==> config.mk <==
export PLATFORM = sky130hd
export DESIGN_NAME = pulse_interval_meter
export DESIGN_NICKNAME = d
export VERILOG_FILES = /design/src/rtl/pulse_interval_meter.sv
export SDC_FILE = /design/constraint.sdc
export NUM_CORES = 1
export LEC_CHECK = 0
export BUFFER_PORTS_ARGS = -buffer_cell sky130_fd_sc_hd__buf_2
export CAP_MARGIN = 0
export CORE_MARGIN = 3
export CORE_UTILIZATION = 28
export CTS_CLUSTER_DIAMETER = 40
export DETAILED_ROUTE_END_ITERATION = 6
export GPL_TIMING_DRIVEN = 0
export SLEW_MARGIN = 20
export SYNTH_ARGS = -nofsm -noshare
export SYNTH_HDL_FRONTEND = slang
export SYNTH_SLANG_ARGS = --single-unit
==> constraint.sdc <==
create_clock -name clk -period 2.35 [get_ports clk]
set_input_delay 0.705 -clock clk [delete_from_list [all_inputs] [get_ports clk]]
set_output_delay 0.705 -clock clk [all_outputs]
set_load 0.02 [all_outputs]
==> src/rtl/pulse_interval_meter.sv <==
// Pulse interval meter: times the gap between validated pulses and queues intervals in a small FIFO.
// Optional min/max tracking is built only when PIM_MINMAX_EN is defined.
module pulse_interval_meter #(
  parameter int CNT_W      = 16,
  parameter int FIFO_DEPTH = 4,
  parameter int TIMEOUT    = 1000
) (
  input  logic                         clk,
  input  logic                         rst_n,
  input  logic                         pulse_in,
  input  logic                         clear,
  output logic                         iv_valid,
  input  logic                         iv_ready,
  output logic [CNT_W-1:0]             iv_data,
  output logic [$clog2(FIFO_DEPTH):0]  fifo_count,
  output logic                         overflow,
  output logic                         timeout,
  output logic [15:0]                  pulse_total,
  output logic [CNT_W-1:0]             min_iv,
  output logic [CNT_W-1:0]             max_iv
);

  localparam int PTR_W = $clog2(FIFO_DEPTH);
  localparam int CNT_FW = PTR_W + 1;

  typedef enum logic {IDLE, MEASURE} state_t;

  state_t             state_reg, state_next;
  logic [CNT_W-1:0]   cnt_reg, cnt_next;
  logic               push;
  logic               timeout_hit;

  logic [CNT_W-1:0]   mem [FIFO_DEPTH];
  logic [PTR_W-1:0]   wr_ptr_reg, rd_ptr_reg;
  logic [CNT_FW-1:0]  count_reg;
  logic               overflow_reg, timeout_reg;
  logic [15:0]        total_reg;

  logic               full, pop, wr_en, drop;

  always_comb begin
    state_next  = state_reg;
    cnt_next    = cnt_reg;
    push        = 1'b0;
    timeout_hit = 1'b0;
    case (state_reg)
      IDLE: begin
        cnt_next = '0;
        if (pulse_in) begin
          state_next = MEASURE;
          cnt_next   = CNT_W'(1);
        end
      end
      MEASURE: begin
        if (pulse_in) begin
          push     = 1'b1;
          cnt_next = CNT_W'(1);
        end else if (cnt_reg == CNT_W'(TIMEOUT)) begin
          state_next  = IDLE;
          cnt_next    = '0;
          timeout_hit = 1'b1;
        end else begin
          cnt_next = cnt_reg + 1'b1;
        end
      end
      default: begin
        state_next = IDLE;
        cnt_next   = '0;
      end
    endcase
  end

  // A pop frees the slot in the same edge, so a full FIFO can still accept.
  assign full  = (count_reg == CNT_FW'(FIFO_DEPTH));
  assign pop   = iv_valid && iv_ready;
  assign wr_en = push && (!full || pop);
  assign drop  = push && full && !pop;

  always_ff @(posedge clk or negedge rst_n) begin
    if (!rst_n) begin
      state_reg    <= IDLE;
      cnt_reg      <= '0;
      wr_ptr_reg   <= '0;
      rd_ptr_reg   <= '0;
      count_reg    <= '0;
      overflow_reg <= 1'b0;
      timeout_reg  <= 1'b0;
      total_reg    <= '0;
    end else if (clear) begin
      state_reg    <= IDLE;
      cnt_reg      <= '0;
      wr_ptr_reg   <= '0;
      rd_ptr_reg   <= '0;
      count_reg    <= '0;
      overflow_reg <= 1'b0;
      timeout_reg  <= 1'b0;
      total_reg    <= '0;
    end else begin
      state_reg <= state_next;
      cnt_reg   <= cnt_next;
      if (wr_en) wr_ptr_reg <= wr_ptr_reg + 1'b1;
      if (pop)   rd_ptr_reg <= rd_ptr_reg + 1'b1;
      case ({wr_en, pop})
        2'b10:   count_reg <= count_reg + 1'b1;
        2'b01:   count_reg <= count_reg - 1'b1;
        default: count_reg <= count_reg;
      endcase
      if (drop) overflow_reg <= 1'b1;
      if (pulse_in) begin
        timeout_reg <= 1'b0;
        total_reg   <= total_reg + 1'b1;
      end else if (timeout_hit) begin
        timeout_reg <= 1'b1;
      end
    end
  end

  // Storage needs no reset: the head is masked to zero while the FIFO is empty.
  always_ff @(posedge clk) begin
    if (wr_en && !clear) mem[wr_ptr_reg] <= cnt_reg;
  end

  assign iv_valid    = (count_reg != '0);
  assign iv_data     = iv_valid ? mem[rd_ptr_reg] : '0;
  assign fifo_count  = count_reg;
  assign overflow    = overflow_reg;
  assign timeout     = timeout_reg;
  assign pulse_total = total_reg;

`ifdef PIM_MINMAX_EN
  logic [CNT_W-1:0] min_reg, max_reg;

  // Dropped intervals still count towards the extremes.
  always_ff @(posedge clk or negedge rst_n) begin
    if (!rst_n) begin
      min_reg <= '1;
      max_reg <= '0;
    end else if (clear) begin
      min_reg <= '1;
      max_reg <= '0;
    end else if (push) begin
      if (cnt_reg < min_reg) min_reg <= cnt_reg;
      if (cnt_reg > max_reg) max_reg <= cnt_reg;
    end
  end

  assign min_iv = min_reg;
  assign max_iv = max_reg;
`else
  assign min_iv = '0;
  assign max_iv = '0;
`endif

endmodule

==> results.yml <==
drt:
  final_antenna_net_count: 0
  viasPerCell: 4.49
  firstDrtPassIters: 4
  drt_iter0_drc: 107
  dr_wl_met3_um: 548
  routed-wl-met2_um: 5270
  wl_um: 10400
  drc: 0
  m1WireLength_um: 4410
  wl_per_cell_um: 15.0
  routed.top_layer: "met4"
  vias: 3114
placed_design:
  dp_slack_ps: -594
  dp_hpwl_um: 6810
  routabilityCongestion: 0.807
  postPlaceCellArea_um2: 5530
  place_inst: 664
  port_buffers: 41
clock_network:
  htree_num_levels: 3
  clock_sinks: 106
  clock_path_buffers: 2
  tritoncts: "yes"
  cts-root-buf: "clkbuf_16"
  cts_buffers: 9
  clkLatencyLatePin_ps: 350
  clk_pin_slew_ps: 80
  holdBufCountCts: 0
timing:
  fmax_mhz: 402
  clock_skew_ps: 8.33
  max-slew-margin-rel_pct: 61.3
  fin_ws_ps: -136
  setup_violations: 17
  fin_crit_ps: 2490
  worstMarginPinSlew_ps: 580
  finalHoldViolations: 0
  timing.final.crit_share_pct: 106
  finalMaxSlewViolations: 0
  whs_ps: 353
  rsz0062_at_grt: "true"
yosys:
  synth_top_family_by_area: "simple AND/OR/NAND/NOR gates"
  synth_compound_gate_area_share_pct: 3.87
  synthMuxAreaShare_pct: 8.39
  synth.avg_cell_area_um2: 13.2
  synth-adder-area-share_pct: 2.19
  postSynthCellCount: 372
  async_reset_ff_share_pct: 39.6
  synth-seq-cells: 106
  synth-seq-area-share_pct: 60.4
  synth-simple-area-share_pct: 14.0
  ys_warn_count: 0
  synthXorXnorAreaFrac_pct: 4.27
  syn-cell-area_um2: 4920
  ys.flop_type: "edfxtp_1"
  post_synth_num_cell_types: 47
  synth_edf_count: 64
flow_run:
  maxCapViolCount: 0
finish:
  layout_common_cells: "edfxtp_1, buf_4, dfrtp_1"
  final_layout_size_suffix_gt1_share_pct: 34.8
  largest_reg_flops: 64
  final_common_cell: "edfxtp_1"
  antenna_cells: 0
  fin_area_um2: 6220
  synthToLayoutAreaGrowth_pct: 26.5
  final_cells: 694
  final_nets: 482
power:
  power.total_mw: 4.25
  leakage_nw: 2.52
  intPower_mw: 3.15
  p_per_area_nw_per_um2: 683
  p_comb_share_pct: 18.3
  peakVddDrop_mv: 0.385
  p_sw_share_pct: 25.8
  power_frac_seq_pct: 47.4
  p_switching_mw: 1.10
  clock_power_share_pct: 34.3
grt:
  antenna_found_initial: 0
  grt_pass1_wl_um: 16900
  grt_overflow: 0
  grt_use_total_pct: 11.0
  first_global_vias: 3159
  grt_max_degree: 43
run_status:
  status: "finished, violations left"
  violations: "negative setup slack"
worst_setup_path:
  cp.required_ps: 1640
  critical_path_class: "flop to output port"
  r2r_end: "fifo_count[1]"
  cp_max_fo: 5
  regToRegSetupSlack_ps: -10
  startpoint_type: "flop"
  r2r_start: "fifo_count[1]"
  end_kind: "output port"
  worstRegToRegCells: 9
  arrival_ps: 1780
floorplan:
  dieHeight_um: 139
  start_util_pct: 29.1
  die_x_um: 139
  coreArea_um2: 16900
  dieArea_um2: 19200
  io_pins: 75
  num_rows: 47
hold_path:
  min_path_type: "input pin to async pin"
[power groups by stage]
stage	Clock [mW]	Sequential, mW	Combinational [mW]
5_1_grt	1.59	2.02	0.833
3_5_place_dp	0	2.05	0.522
6_report	1.46	2.02	0.778
4_1_cts	1.50	2.01	0.769
3_3_place_gp	0	2.05	0.515
2_1_floorplan	0	2.06	0.369
[Yosys cell counts (9+ instances only)]
cell type	n	area (um^2)
and2_1	25	156
nand2_1	15	56.3
nand3_1	10	50.1
edfxtp_1	64	1920
dfrtp_1	42	1050
mux4_2	16	360
xor2_1	17	149
a21oi_1	11	55.1
nand4_1	9	56.3
clkbuf_1	10	37.5
buf_4	32	240
nor2_1	36	135
[timing repair]
item | in CTS | in global routing
pin swaps | 21 | 3
cloned | 2 | 0
gates resized for setup | 80 | 4
buffers inserted | 11 | 4
endpoints found under the setup margin | 83 | 83
[routing by layer]
metal,GRT usage (%),vias up
li1,-,1480
met1,13.9,1536
met2,18.8,85
met3,2.93,13
met4,3.22,0
met5,0,-
[per-stage QoR]
step,TNS [ps],utilization [%]
floorplan,-115,-
CTS,-1990,36.6
detailed placement,-39980,32.8
global route,-2770,36.9
finish,-1670,36.9
global placement,-39330,32.8
[cell families (layout without fill, tap and decap cells)]
group / count (synthesis) / after routing
xor gates and xnor gates: 24 / 24
buffers and inverters: 55 / 126
AOI/OAI and AO/OA: 30 / 30
muxes: 21 / 21
other: 1 / 32
adders and majority gates: 8 / 8
and+or+nand+nor: 127 / 127
DFF: 106 / 106
[worst max-delay path by stage]
| stage | start | to | slack (ps) | cells past startpoint |
|---|---|---|---|---|
| floorplan | iv_ready | mem[0][0] | -2 | 5 |
| global placement | iv_ready | mem[2][9] | -560 | 5 |
| detailed placement | iv_ready | mem[0][7] | -590 | 5 |
| CTS | rd_ptr_reg[0] | iv_data[13] | -160 | 5 |
| global route | rd_ptr_reg[0] | iv_data[13] | -200 | 5 |
| finish | rd_ptr_reg[0] | iv_data[13] | -140 | 5 |
[worst max-delay path, stage by stage, from the launching register on]
cell and delay (ps):
dfrtp_1 370, buf_12 140, buf_12 120, mux4_2 510
and2_4 160, buf_6 120
[cell type report]
cell class | count | area [um^2]
buffer | 45 | 360
clock buffer | 9 | 225
clock inverter | 7 | 65.1
fill | 1635 | 10700
inverter | 7 | 26.3
multi-input combinational | 242 | 1810
sequential | 106 | 2980
tap | 220 | 275
timing repair buffer | 58 | 485
Power figures use the tool's default switching activity.
